## src/rtl/wb_reg_responder_pkg.sv

```systemverilog
// Shared definitions for the Wishbone register responder.
// Holds the responder FSM state encoding, the CTRL/STAT register offsets
// (the two topmost register indices), and the IE/IF bit positions.
package wb_pkg_hdl;

  typedef enum logic [1:0] {
    WB_IDLE = 2'd0,
    WB_WAIT = 2'd1,
    WB_ACK  = 2'd2
  } wb_state_e;

  localparam int IE_BIT = 0;
  localparam int IF_BIT = 0;

  // CTRL is the second-highest register index.
  function automatic int ctrl_offset(input int adr_w);
    return (1 << adr_w) - 2;
  endfunction

  // STAT is the highest register index.
  function automatic int stat_offset(input int adr_w);
    return (1 << adr_w) - 1;
  endfunction

endpackage

```

## src/rtl/wb_reg_responder_if.sv

```systemverilog
// Wishbone classic bus bundle between an initiator and the register responder.
// Signals: cyc, stb, adr, we and toSLV_dat come from the initiator.
// fromSLV_dat, ack and inta come from the responder.
// The master modport is the initiator view; the slave modport is the responder view.
interface wb_interface #(
  parameter int ADR_W = 2,
  parameter int DAT_W = 8
);
  logic             cyc;
  logic             stb;
  logic [ADR_W-1:0] adr;
  logic             we;
  logic [DAT_W-1:0] toSLV_dat;
  logic [DAT_W-1:0] fromSLV_dat;
  logic             ack;
  logic             inta;

  modport master (
    output cyc, stb, adr, we, toSLV_dat,
    input  fromSLV_dat, ack, inta
  );

  modport slave (
    input  cyc, stb, adr, we, toSLV_dat,
    output fromSLV_dat, ack, inta
  );
endinterface

```

## src/rtl/wb_reg_responder_fsm.sv

```systemverilog
// Transfer sequencer for the register responder.
// It holds the IDLE/WAIT/ACK state, the wait-state counter and the registered ack.
// Ports:
//   sys_clk, sys_rst  clock and synchronous active-high reset
//   cyc, stb          bus request
//   ack               registered single-cycle acknowledge
//   capture           request accepted this cycle (IDLE exit); latch adr/we/data
//   ack_entry         the next edge enters ACK; load the read data
//   commit            in ACK; the write takes effect at the end of this cycle
module wb_resp_fsm
  import wb_pkg_hdl::*;
#(
  parameter int WAIT_STATES = 0
) (
  input  logic sys_clk,
  input  logic sys_rst,
  input  logic cyc,
  input  logic stb,
  output logic ack,
  output logic capture,
  output logic ack_entry,
  output logic commit
);

  localparam logic [3:0] WAIT_LOAD = (WAIT_STATES > 0) ? 4'(WAIT_STATES - 1) : 4'd0;

  wb_state_e  state_r;
  wb_state_e  state_next_s;
  logic [3:0] cnt_r;
  logic [3:0] cnt_next_s;
  logic       ack_r;

  assign ack    = ack_r;
  assign commit = (state_r == WB_ACK);

  // Next-state, wait-counter and strobe decode.
  always_comb begin
    state_next_s = state_r;
    cnt_next_s   = cnt_r;
    capture      = 1'b0;
    ack_entry    = 1'b0;
    case (state_r)
      WB_IDLE: begin
        if (cyc && stb) begin
          capture = 1'b1;
          if (WAIT_STATES > 0) begin
            state_next_s = WB_WAIT;
            cnt_next_s   = WAIT_LOAD;
          end else begin
            state_next_s = WB_ACK;
            ack_entry    = 1'b1;
          end
        end else begin
          state_next_s = WB_IDLE;
        end
      end
      WB_WAIT: begin
        // Abort leaves nothing behind: the captured request is simply never committed.
        if (!cyc || !stb) begin
          state_next_s = WB_IDLE;
        end else if (cnt_r == 4'd0) begin
          state_next_s = WB_ACK;
          ack_entry    = 1'b1;
        end else begin
          cnt_next_s = cnt_r - 4'd1;
        end
      end
      WB_ACK: begin
        // Always return through IDLE so a held strobe cannot re-acknowledge back to back.
        state_next_s = WB_IDLE;
      end
      default: begin
        state_next_s = WB_IDLE;
        cnt_next_s   = 4'd0;
      end
    endcase
  end

  // State, counter and ack registers.
  always_ff @(posedge sys_clk) begin
    if (sys_rst) begin
      state_r <= WB_IDLE;
      cnt_r   <= 4'd0;
      ack_r   <= 1'b0;
    end else begin
      state_r <= state_next_s;
      cnt_r   <= cnt_next_s;
      ack_r   <= ack_entry;
    end
  end

endmodule

```

## src/rtl/wb_reg_responder.sv

```systemverilog
// Wishbone classic register responder.
// Registers 0..N-3 are scratch registers. N-2 is CTRL, whose bit 0 is IE.
// N-1 is STAT: bit 0 is IF (write 1 to clear), and the upper bits are WCNT, the count of scratch writes.
// Ports:
//   sys_clk, sys_rst  clock and synchronous active-high reset
//   bus               wb_interface slave view; inta = IE & IF (registered)

// Parameter range guard, evaluated at elaboration.
module wb_reg_responder_param_chk #(
  parameter int ADR_W       = 2,
  parameter int DAT_W       = 8,
  parameter int WAIT_STATES = 0
);
  if (ADR_W < 2) begin : g_bad_adr_w
    $error("wb_reg_responder: ADR_W must be >= 2");
  end
  if (DAT_W < 2) begin : g_bad_dat_w
    $error("wb_reg_responder: DAT_W must be >= 2");
  end
  if (WAIT_STATES < 0 || WAIT_STATES > 15) begin : g_bad_wait
    $error("wb_reg_responder: WAIT_STATES must be 0..15");
  end
endmodule

module wb_reg_responder
  import wb_pkg_hdl::*;
#(
  parameter int ADR_W       = 2,
  parameter int DAT_W       = 8,
  parameter int WAIT_STATES = 0
) (
  input logic        sys_clk,
  input logic        sys_rst,
  wb_interface.slave bus
);

  localparam int N = 1 << ADR_W;
  localparam logic [ADR_W-1:0] CTRL_ADR = ADR_W'(ctrl_offset(ADR_W));
  localparam logic [ADR_W-1:0] STAT_ADR = ADR_W'(stat_offset(ADR_W));

  logic             ack_s;
  logic             capture_s;
  logic             ack_entry_s;
  logic             commit_s;

  logic [ADR_W-1:0] cap_adr_r;
  logic [DAT_W-1:0] cap_dat_r;
  logic             cap_we_r;

  logic [DAT_W-1:0] scratch_r [0:N-3];
  logic             ie_r;
  logic             if_r;
  logic [DAT_W-2:0] wcnt_r;
  logic             inta_r;
  logic [DAT_W-1:0] rdata_r;

  logic [ADR_W-1:0] rd_adr_s;
  logic [DAT_W-1:0] rd_mux_s;
  logic             wr_s;
  logic             wr_scr_s;
  logic             ie_next_s;
  logic             if_next_s;
  logic [DAT_W-2:0] wcnt_next_s;

  wb_reg_responder_param_chk #(
    .ADR_W      (ADR_W),
    .DAT_W      (DAT_W),
    .WAIT_STATES(WAIT_STATES)
  ) u_param_chk ();

  wb_resp_fsm #(
    .WAIT_STATES(WAIT_STATES)
  ) u_fsm (
    .sys_clk  (sys_clk),
    .sys_rst  (sys_rst),
    .cyc      (bus.cyc),
    .stb      (bus.stb),
    .ack      (ack_s),
    .capture  (capture_s),
    .ack_entry(ack_entry_s),
    .commit   (commit_s)
  );

  assign bus.ack         = ack_s;
  assign bus.fromSLV_dat = rdata_r;
  assign bus.inta        = inta_r;

  // Read mux. With no wait states, ACK is entered on the capture edge, so the live bus address is used then.
  always_comb begin
    rd_adr_s = capture_s ? bus.adr : cap_adr_r;
    rd_mux_s = '0;
    if (rd_adr_s == STAT_ADR) begin
      rd_mux_s = {wcnt_r, if_r};
    end else if (rd_adr_s == CTRL_ADR) begin
      rd_mux_s[IE_BIT] = ie_r;
    end else begin
      for (int i = 0; i < N - 2; i++) begin
        rd_mux_s = (rd_adr_s == ADR_W'(i)) ? scratch_r[i] : rd_mux_s;
      end
    end
  end

  // Next values of IE, IF and WCNT for a committing write.
  always_comb begin
    wr_s        = commit_s && cap_we_r;
    wr_scr_s    = 1'b0;
    ie_next_s   = ie_r;
    if_next_s   = if_r;
    wcnt_next_s = wcnt_r;
    if (wr_s) begin
      if (cap_adr_r == CTRL_ADR) begin
        ie_next_s = cap_dat_r[IE_BIT];
      end else if (cap_adr_r == STAT_ADR) begin
        // Only a 1 in bit 0 clears IF; the WCNT bits of the write data are ignored.
        if (cap_dat_r[IF_BIT]) begin
          if_next_s = 1'b0;
        end else begin
          if_next_s = if_r;
        end
      end else begin
        wr_scr_s    = 1'b1;
        if_next_s   = 1'b1;
        wcnt_next_s = wcnt_r + (DAT_W-1)'(1);
      end
    end else begin
      wr_scr_s = 1'b0;
    end
  end

  // Request capture, register bank, status and registered outputs.
  always_ff @(posedge sys_clk) begin
    if (sys_rst) begin
      cap_adr_r <= '0;
      cap_dat_r <= '0;
      cap_we_r  <= 1'b0;
      ie_r      <= 1'b0;
      if_r      <= 1'b0;
      wcnt_r    <= '0;
      inta_r    <= 1'b0;
      rdata_r   <= '0;
      for (int i = 0; i < N - 2; i++) begin
        scratch_r[i] <= '0;
      end
    end else begin
      if (capture_s) begin
        cap_adr_r <= bus.adr;
        cap_dat_r <= bus.toSLV_dat;
        cap_we_r  <= bus.we;
      end
      rdata_r <= ack_entry_s ? rd_mux_s : '0;
      ie_r    <= ie_next_s;
      if_r    <= if_next_s;
      wcnt_r  <= wcnt_next_s;
      // Computed from the next values, so inta follows the committing edge by one cycle, not two.
      inta_r  <= ie_next_s & if_next_s;
      for (int i = 0; i < N - 2; i++) begin
        if (wr_scr_s && (cap_adr_r == ADR_W'(i))) begin
          scratch_r[i] <= cap_dat_r;
        end
      end
    end
  end

endmodule

```

## src/flat_wrapper.sv

```systemverilog
// flat-port wrapper written by rule: the top's interface ports become plain ports
module wb_reg_responder_flat import wb_pkg_hdl::*;
#(
  parameter int ADR_W       = 2,
  parameter int DAT_W       = 8,
  parameter int WAIT_STATES = 0
)
  (sys_clk, sys_rst, bus_cyc, bus_stb, bus_adr, bus_we, bus_toSLV_dat, bus_fromSLV_dat, bus_ack, bus_inta);
  wb_interface #(.ADR_W(ADR_W), .DAT_W(DAT_W)) bus_i ();
  input logic sys_clk;
  input logic sys_rst;
  input wire logic [$bits(bus_i.cyc)-1:0] bus_cyc;
  input wire logic [$bits(bus_i.stb)-1:0] bus_stb;
  input wire logic [$bits(bus_i.adr)-1:0] bus_adr;
  input wire logic [$bits(bus_i.we)-1:0] bus_we;
  input wire logic [$bits(bus_i.toSLV_dat)-1:0] bus_toSLV_dat;
  output wire logic [$bits(bus_i.fromSLV_dat)-1:0] bus_fromSLV_dat;
  output wire logic [$bits(bus_i.ack)-1:0] bus_ack;
  output wire logic [$bits(bus_i.inta)-1:0] bus_inta;
  assign bus_i.cyc = bus_cyc;
  assign bus_i.stb = bus_stb;
  assign bus_i.adr = bus_adr;
  assign bus_i.we = bus_we;
  assign bus_i.toSLV_dat = bus_toSLV_dat;
  assign bus_fromSLV_dat = bus_i.fromSLV_dat;
  assign bus_ack = bus_i.ack;
  assign bus_inta = bus_i.inta;
  wb_reg_responder #(.ADR_W(ADR_W), .DAT_W(DAT_W), .WAIT_STATES(WAIT_STATES)) u_core (.sys_clk(sys_clk), .sys_rst(sys_rst), .bus(bus_i));
endmodule
```

## config.mk

```make
export PLATFORM = sky130hd
export DESIGN_NAME = wb_reg_responder_flat
export DESIGN_NICKNAME = d
export VERILOG_FILES = /design/src/rtl/wb_reg_responder_pkg.sv /design/src/rtl/wb_reg_responder_if.sv /design/src/rtl/wb_reg_responder_fsm.sv /design/src/rtl/wb_reg_responder.sv /design/src/flat_wrapper.sv
export SDC_FILE = /design/constraint.sdc
export NUM_CORES = 1
export LEC_CHECK = 0
export CORE_ASPECT_RATIO = 0.7
export CORE_MARGIN = 4
export CORE_UTILIZATION = 35
export DETAILED_ROUTE_END_ITERATION = 8
export SLEW_MARGIN = 25
export SYNTH_ARGS = -nofsm -noshare
export SYNTH_HDL_FRONTEND = slang
export SYNTH_SLANG_ARGS = --single-unit
```

## constraint.sdc

```tcl
create_clock -name sys_clk -period 4.65 [get_ports sys_clk]
set_input_delay 0.93 -clock sys_clk [delete_from_list [all_inputs] [get_ports sys_clk]]
set_output_delay 0.93 -clock sys_clk [all_outputs]
set_load 0.05 [all_outputs]
```

=== Yosys cells after proc, flatten, opt, wreduce, memory -nomap -nowiden ===
Memory sizes are Yosys's and may differ from the RTL's.
Index checks and enable logic that the tools add are counted.

* Register bits after elaboration: 36
* Bits in writable memories: 16
* Output and inout port bits: 10
* Logic and storage cells: 84
* Memories kept: 1

* Add/subtract/negate cells: 2
* Equal/unequal tests: 11
* Multiplexer cells: 37
* Bitwise operators: 7
* Reduce and logical (&&, ||, !) cells: 15

{| class="wikitable"
|+ Memory list
! memory !! words !! width !! read ports !! clocked after memory_dff !! wr ports !! RTL line !! RTL
|-
| u_core.scratch_r || 2 || 8 || 2 || 0 || 2 || wb_reg_responder.sv:50 || <nowiki>logic [DAT_W-1:0] scratch_r [0:N-3];</nowiki>
|}

{| class="wikitable"
|+ Operators by type and width
! operator !! count
|-
| $mux 8 || 5
|-
| $mux 1 || 22
|-
| $eq 2x2->1 const B || 5
|-
| $mux 2 || 4
|-
| $mux 4 || 2
|-
| $pmux 4 s2 || 1
|-
| $add 7x1->7 const B || 1
|-
| $mux 7 || 1
|-
| $eq 2x1->1 const B || 3
|-
| $logic_not 2->1 || 3
|-
| $reduce_and 3->1 || 2
|-
| $logic_and 1x1->1 || 4
|-
| $logic_not 4->1 || 1
|-
| $ne 2x2->1 const B || 2
|-
| $not 1->1 || 4
|-
| $pmux 2 s2 || 1
|-
| $reduce_or 2->1 || 2
|-
| $sub 4x1->4 const B || 1
|-
| $ne 3x3->1 const B || 1
|-
| $logic_not 1->1 || 2
|-
| $or 1x1->1 || 2
|-
| $pmux 1 s2 || 1
|-
| $and 1x1->1 || 1
|-
| $logic_or 1x1->1 || 1
|}

=== Depth between registers and ports, before layout ===
Gate-level depths: netlist of run 1.

* Depth in word-level cells: 9
* Depth in mapped cells: 6
* Gate-level depth less buffers: 5

=== Hierarchy ===
A second synthesis of run 1 with hierarchy kept.

* Cells, all modules: 155
* Area total of the unflattened synthesis: 1778.0 um^2

{| class="wikitable"
|+ Modules (own cells, without submodules)
! module !! instances !! cells each !! area an instance (um^2) !! sequential area each (um^2)
|-
| wb_reg_responder || 1 || 150 || 1721.7 || 1061.0
|-
| wb_resp_fsm || 1 || 5 || 56.3 || 20.0
|}

=== Worst setup path after synthesis of run 1 ===
OpenSTA, ideal clock, no wires.

* Path type: in2reg
* Start: input port bus_adr[1]
* End: register u_core.rdata_r[1] (netlist: u_core.bus.fromSLV_dat[1])
* Arrival: 1842 ps
* Data required time: 4580 ps
* Slack: 2739 ps
* Cell stages on the path: 6
* Buffers on the path: 2
* Cells stage by stage: and4b_1 buf_2 and2_0 clkbuf_1 a22oi_1 a21oi_1

* Cells in the longest elaborated chain, start to end: 6

{| class="wikitable"
|+ Ends and longest elaborated chain
! what !! RTL line !! RTL
|-
| start, declared || flat_wrapper.sv:14 || <nowiki>input wire logic [$bits(bus_i.adr)-1:0] bus_adr;</nowiki>
|-
| $mux 2 (*) || wb_reg_responder.sv:90 || <nowiki>rd_adr_s = capture_s ? bus.adr : cap_adr_r;</nowiki>
|-
| $logic_not 2->1 || wb_reg_responder.sv:98 || <nowiki>rd_mux_s = (rd_adr_s == ADR_W'(i)) ? scratch_r[i] : rd_mux_s;</nowiki>
|-
| $mux 8 (2 in a row) || wb_reg_responder.sv:98 ||
|-
| $mux 7 || wb_reg_responder.sv:94 || <nowiki>end else if (rd_adr_s == CTRL_ADR) begin</nowiki>
|-
| $mux 8 (*) || wb_reg_responder.sv:92 || <nowiki>if (rd_adr_s == STAT_ADR) begin</nowiki>
|-
| end signal, assigned || wb_reg_responder.sv:150 || <nowiki>rdata_r <= ack_entry_s ? rd_mux_s : '0;</nowiki>
|-
| end, declared || wb_reg_responder.sv:55 || <nowiki>logic [DAT_W-1:0] rdata_r;</nowiki>
|}

Every way passes the cells marked *; elsewhere a longest branch is shown, timed or not.
A chain may end at the register's enable or synchronous reset.

=== Worst setup path after layout of run 1 ===
* Start: input port bus_cyc
* End: register u_core.rdata_r[3] (netlist: u_core.bus.fromSLV_dat[3])

* Cells in the longest elaborated chain, start to end: 9

{| class="wikitable"
|+ Ends and longest elaborated chain
! what !! RTL line !! RTL
|-
| start, declared || flat_wrapper.sv:12 || <nowiki>input wire logic [$bits(bus_i.cyc)-1:0] bus_cyc;</nowiki>
|-
| $logic_and 1x1->1 || wb_reg_responder_fsm.sv:44 || <nowiki>if (cyc && stb) begin</nowiki>
|-
| $mux 1 || wb_reg_responder_fsm.sv:44 ||
|-
| $mux 1 || wb_reg_responder_fsm.sv:42 || <nowiki>case (state_r)</nowiki>
|-
| $mux 2 || wb_reg_responder.sv:90 ||
|-
| $logic_not 2->1 || wb_reg_responder.sv:98 ||
|-
| $mux 8 (2 in a row) || wb_reg_responder.sv:98 ||
|-
| $mux 7 || wb_reg_responder.sv:94 ||
|-
| $mux 8 || wb_reg_responder.sv:92 ||
|}

Several ways; a longest one is shown, not always the timed one.

==> flow_summary.json, run 1 <==
{
  "status": "finished, final reports clean",
  "tightest_slew_ns": 0.9932,
  "worstSetupStartpointType": "input pin",
  "io_pins": 25,
  "fin_skew_ns": 0.009654,
  "layout_setup_ws_ns": 1.818,
  "die_width_um": 95.64,
  "clkTransAtPathRegs_ns": 0.08,
  "power.total_w": 0.0007840,
  "drt_first_pass_iters": 4,
  "layout_common_cells": "30 x dfxtp_1, 28 x nand2_1, 24 x clkdlybuf4s50_1",
  "ir_drop_uv": 169.6,
  "syn-instance-count": 191,
  "max_slew_margin_pct": 33.58,
  "holdBufCountCts": 0,
  "syn_area_mm2": 0.001882,
  "worstPathRequired_ns": 4.87,
  "arrival_ns": 3.05,
  "cts_buffers": 5,
  "fp.coreArea_mm2": 0.005230,
  "final_antenna_net_count": 0,
  "multi_input_area_um2": 716.9,
  "rsz0062_at_grt": "false",
  "max_freq_ghz": 0.3531,
  "synth_cell_types": 30,
  "end_kind": "flop",
  "clk_latency_ns": 0.30,
  "grt_antenna_before_repair": 0,
  "drive_gt1_share_pct": 3.810,
  "leakage_nw": 0.8164,
  "netlist.area_leader.share_pct": 31.91,
  "path_class": "input pin to flop",
  "hold_violations": 0,
  "postCtsSetupBuffers": 0,
  "finalSetupTns_ns": 0,
  "vias_per_cell": 4.730,
  "syn-num-nets": 207,
  "tritoncts": "built",
  "power.density_mw_per_mm2": 345.6,
  "numClockSinks": 46,
  "clockBufferDepth": 2,
  "synth_area_leader_cell": "dfxtp_1",
  "ys_ff_latch": 46,
  "placed_cell_area_mm2": 0.002158,
  "gp_congestion": 0.8129,
  "finalSetupViolCount": 0,
  "grt_start_max_net_pins": 27,
  "fin_worst_hold_slack_ns": 0.4533,
  "reg2reg_slack_ns": 2.42,
  "cp_max_fo": 26,
  "final_common_cell": "dfxtp_1",
  "maxCapViolCount": 0,
  "post-route-drc-count": 0,
  "dp_hpwl_mm": 2.708,
  "start_util_pct": 35.98,
  "fp.dieH_um": 69.35,
  "syn_avg_cell_area_um2": 9.852,
  "cts_root_buffer": "clkbuf_8",
  "seqCellArea_mm2": 0.001081,
  "area_growth_pct": 20.55,
  "wl_per_cell_um": 13.20,
  "via_count": 1334,
  "numPortBuffers": 24,
  "n_antenna_cell": 0,
  "nNetsFinal": 225,
  "overflow": 0,
  "num-fill-cells": 527,
  "cts_resized": 0,
  "grt_pass1_wl_mm": 6.196,
  "dpl_worst_slack_ns": 1.531,
  "yosys_warnings": 0,
  "fin_crit_sh_pct": 60.91,
  "drtIter0Drc": 65,
  "holdCritPathClass": "flop to flop",
  "ys_seq_area_share_pct": 57.45,
  "routed_wl_mm": 3.723,
  "grt_usage_pct": 12.18,
  "num_rows": 22,
  "fin_crit_ns": 2.832,
  "die_area_mm2": 0.006633,
  "final_cell_area_mm2": 0.002268,
  "drv_slew": 0,
  "yosys-top-cells-area": "dfxtp_1 32%, edfxtp_1 26%, a21oi_1 6.1%, nand2_1 5.6%, a211oi_1 2.8%",
  "htree_levels": 2,
  "grt_pass1_vias": 1168
}
## layout make-up
type / count / share of cell area, %
inverter: 8 / 1.324
tap: 72 / 3.971
clock inverter: 2 / 1.655
sequential: 46 / 47.66
timing repair buffer: 24 / 10.59
clock buffer: 6 / 3.199
multi-input combinational: 124 / 31.61
## kinds of logic (layout without fill, tap and decap cells)
group,count (synthesis),after routing,share of synthesized area (%)
buf+inv,21,40,4.455
fa+ha+maj,1,1,0.6648
simple gates,67,67,18.02
xor+xnor,4,4,1.862
flops,46,46,57.45
compound gates,50,50,16.49
mux,2,2,1.064
## state kept, by name, summed over array words and instances, names as in the netlist
signal                  cells
u_core.u_fsm.state_r        1
u_core.cap_we_r             1
u_core.cap_adr_r            2
u_core.wcnt_r               7
u_core.if_r                 1
u_core.bus.inta             1
u_core.ie_r                 1
u_core.scratch_r           16
u_core.bus.fromSLV_dat      8
u_core.cap_dat_r            8
## worst max-delay path, cell delays in order
cell and delay (ns):
clkdlybuf4s50_1 0.49, nand3b_1 0.68, a211oi_4 0.62, a22oi_1 0.15, a21oi_1 0.18
## Yosys cell counts
| master | number |
|---|---|
| dfxtp_1 | 30 |
| nand2_1 | 28 |
| a21oi_1 | 23 |
| edfxtp_1 | 16 |
| clkbuf_1 | 9 |
| nor2_1 | 9 |
| o21ai_0 | 9 |
| and2_1 | 8 |
| inv_1 | 8 |
| a211oi_1 | 7 |
| a22oi_1 | 7 |
| and3_1 | 7 |
| buf_2 | 4 |
| nor3_1 | 3 |
| xnor2_1 | 3 |
| and3b_1 | 2 |
| mux2i_1 | 2 |
| nand3b_1 | 2 |
| nand4b_1 | 2 |
| or3_1 | 2 |
| a211oi_4 | 1 |
| a21o_1 | 1 |
| and2_0 | 1 |
| and4b_1 | 1 |
| ha_1 | 1 |
| nand2b_1 | 1 |
| nand4_1 | 1 |
| o21bai_1 | 1 |
| o311a_1 | 1 |
| xor2_1 | 1 |
## worst paths after layout
check,to,startpoint,depth (start not counted)
setup / recovery,u_core.bus.fromSLV_dat[3]$_SDFF_PP0_,bus_cyc,5
hold / removal,u_core.cap_dat_r[1]$_SDFFE_PP0N_,u_core.cap_dat_r[1]$_SDFFE_PP0N_,2
setup reg to reg,u_core.bus.fromSLV_dat[3]$_SDFF_PP0_,u_core.u_fsm.state_r[1]$_SDFF_PP0_,4
hold reg to reg,u_core.cap_dat_r[1]$_SDFFE_PP0N_,u_core.cap_dat_r[1]$_SDFFE_PP0N_,2
## layer usage
metal	routed length [um]	GRT usage [%]	vias to the layer above
met3	251	4.447	5
met4	39	4.416	0
met2	1456	15.33	34
met5	0	0	-
li1	-	-	701
met1	1975	18.61	594
## stage by stage
step                      util, %  cells
after floorplan                 -    191
after global placement      41.27    274
after detailed placement    41.27    274
after CTS                   43.37    282
after global routing        43.37    282
final                       43.37    282
## report_power, final
part,total [W],switching [W],leakage [nW],internal (W)
clock network,0.000295,0.000134,0.0514,0.000160
logic,0.0000553,0.0000318,0.357,0.0000235
registers,0.000434,0.00000793,0.408,0.000426
Power figures use the tool's default switching activity.
==> run 2: changes to the inputs <==
Clock period 4.65 ns to 2.4 ns, I/O delays scaled along.
==> flow_summary.json, run 2 (synthesis gave the netlist of run 1 again) <==
{
  "status": "finished, final reports clean",
  "critical_path.slowest_cell": "clkdlybuf4s50_1",
  "tritoncts": "built",
  "arrival_ns": 1.62,
  "power.density_mw_per_mm2": 654.2,
  "finalSetupViolCount": 0,
  "cts_root_buffer": "clkbuf_8",
  "cts_buffers": 5,
  "post-route-drc-count": 0,
  "max_freq_ghz": 0.4763,
  "place_inst": 282,
  "nNetsFinal": 233,
  "max_slew_margin_pct": 48.47,
  "start_util_pct": 35.98,
  "area_growth_pct": 23.74,
  "worstPathRequired_ns": 1.92,
  "final_common_cell": "dfxtp_1",
  "timing.critical_path.buf_inv": 1,
  "finalSetupTns_ns": 0,
  "largest_reg_flops": 16,
  "hp-start": "u_core.cap_dat_r[6]$_SDFFE_PP0N_",
  "htree_levels": 2,
  "io_pins": 25,
  "die_width_um": 95.64,
  "drt_first_pass_iters": 4,
  "fp.dieH_um": 69.35,
  "layout_setup_ws_ns": 0.3005,
  "end_kind": "primary output",
  "grt_pass1_wl_mm": 6.465,
  "cp_max_fo": 9,
  "drv_slew": 0,
  "rsz0062_at_grt": "false",
  "hold_violations": 0,
  "regMostFlops": "u_core.scratch_r",
  "fin_crit_ns": 2.100,
  "numPortBuffers": 24,
  "fp.coreArea_mm2": 0.005230,
  "worstSetupStartpointType": "flop",
  "reg2reg_to": "u_core.scratch_r[0][7]$_DFFE_PP_",
  "whs_path_depth": 2,
  "grt_start_max_net_pins": 22,
  "grt_antenna_before_repair": 0,
  "path_class": "flop to primary output",
  "reg2reg_slack_ns": 0.69,
  "tightest_slew_ns": 0.7714,
  "gp_congestion": 0.8005,
  "holdCritPathClass": "flop to flop",
  "path_cells": "clkdlybuf4s50_1",
  "holdBufCountCts": 0,
  "critPathLaunch": "u_core.u_fsm.state_r[1]$_SDFF_PP0_",
  "drtIter0Drc": 98,
  "busiest_layer": "met1",
  "clockBufferDepth": 2,
  "layout_common_cells": "30 x dfxtp_1, 28 x nand2_1, 24 x clkdlybuf4s50_1",
  "post-route-util_pct": 44.52,
  "fin_crit_sh_pct": 87.48,
  "power.total_w": 0.001523,
  "final_antenna_net_count": 0,
  "ir_drop_uv": 274.5,
  "use_met2_pct": 17.57,
  "drive_gt1_share_pct": 7.339,
  "use_met3_pct": 4.230,
  "overflow": 0,
  "crit_family": "buffers and inverters",
  "fin_skew_ns": 0.01068,
  "dpl_worst_slack_ns": 0.2155,
  "leakage_nw": 0.8550,
  "dp_hpwl_mm": 2.822,
  "grt_pass1_vias": 1341,
  "via_count": 1375,
  "num_rows": 22,
  "clk_latency_ns": 0.30,
  "wl_per_cell_um": 13.29,
  "reg2reg_from": "u_core.u_fsm.state_r[1]$_SDFF_PP0_",
  "clkTransAtPathRegs_ns": 0.08,
  "grt_usage_pct": 12.82,
  "cts_resized": 0,
  "routed_wl_mm": 3.854,
  "r2r_cells": 2,
  "die_area_mm2": 0.006633,
  "postCtsSetupBuffers": 0,
  "maxCapViolCount": 0,
  "vias_per_cell": 4.741,
  "final_cells": 290,
  "hold_end": "u_core.cap_dat_r[6]$_SDFFE_PP0N_",
  "use_met1_pct": 19.21,
  "n_antenna_cell": 0,
  "max_stage_delay_ns": 0.85,
  "numClockSinks": 46
}
run 2: cell types whose count changed in the layout (fill, tap and decap cells not counted):
cell / change
buf_4: +8
run 2: worst max path at each step:
| stage | end | cells after the start |
|---|---|---|
| 6_report | bus_ack | 1 |
| 5_1_grt | bus_ack | 1 |
| 2_1_floorplan | u_core.scratch_r[0][0]$_DFFE_PP_ | 2 |
| 3_5_place_dp | u_core.bus.fromSLV_dat[2]$_SDFF_PP0_ | 5 |
| 3_3_place_gp | u_core.bus.fromSLV_dat[3]$_SDFF_PP0_ | 5 |
| 4_1_cts | bus_ack | 1 |
run 2: layout make-up:
| class | count | area, um^2 |
|---|---|---|
| inverters | 8 | 30.03 |
| repair buffers | 32 | 300.3 |
| clock inverters | 2 | 37.54 |
| fillers | 537 | 2902 |
| well taps | 72 | 90.09 |
| clock buffers | 6 | 72.57 |
| flip-flops and latches | 46 | 1081 |
| multi-input cells | 124 | 716.9 |
run 2: metal layers:
layer / part of all wire, % / vias up
met5: 0 / -
met4: 0.44 / 0
met3: 7.7 / 2
met2: 40 / 43
met1: 52 / 612
li1: - / 718
run 2: stage by stage:
step	hold slack (ns)	area, um^2
after floorplan	0.4317	1882
after global placement	0.4400	2218
after detailed placement	0.4438	2218
after CTS	0.4561	2328
after global routing	0.4735	2328
final	0.4542	2328
run 2: power by group:
group	internal [W]	switching, W
sequential	0.000825	0.0000110
combinational	0.0000537	0.0000684
clock	0.000311	0.000254
total	0.00119	0.000334
run 2: worst reg2reg max path: stages, from the launching register on:
cell and delay [ns]:
dfxtp_1 0.47, nand3b_1 0.21, o21bai_1 0.66
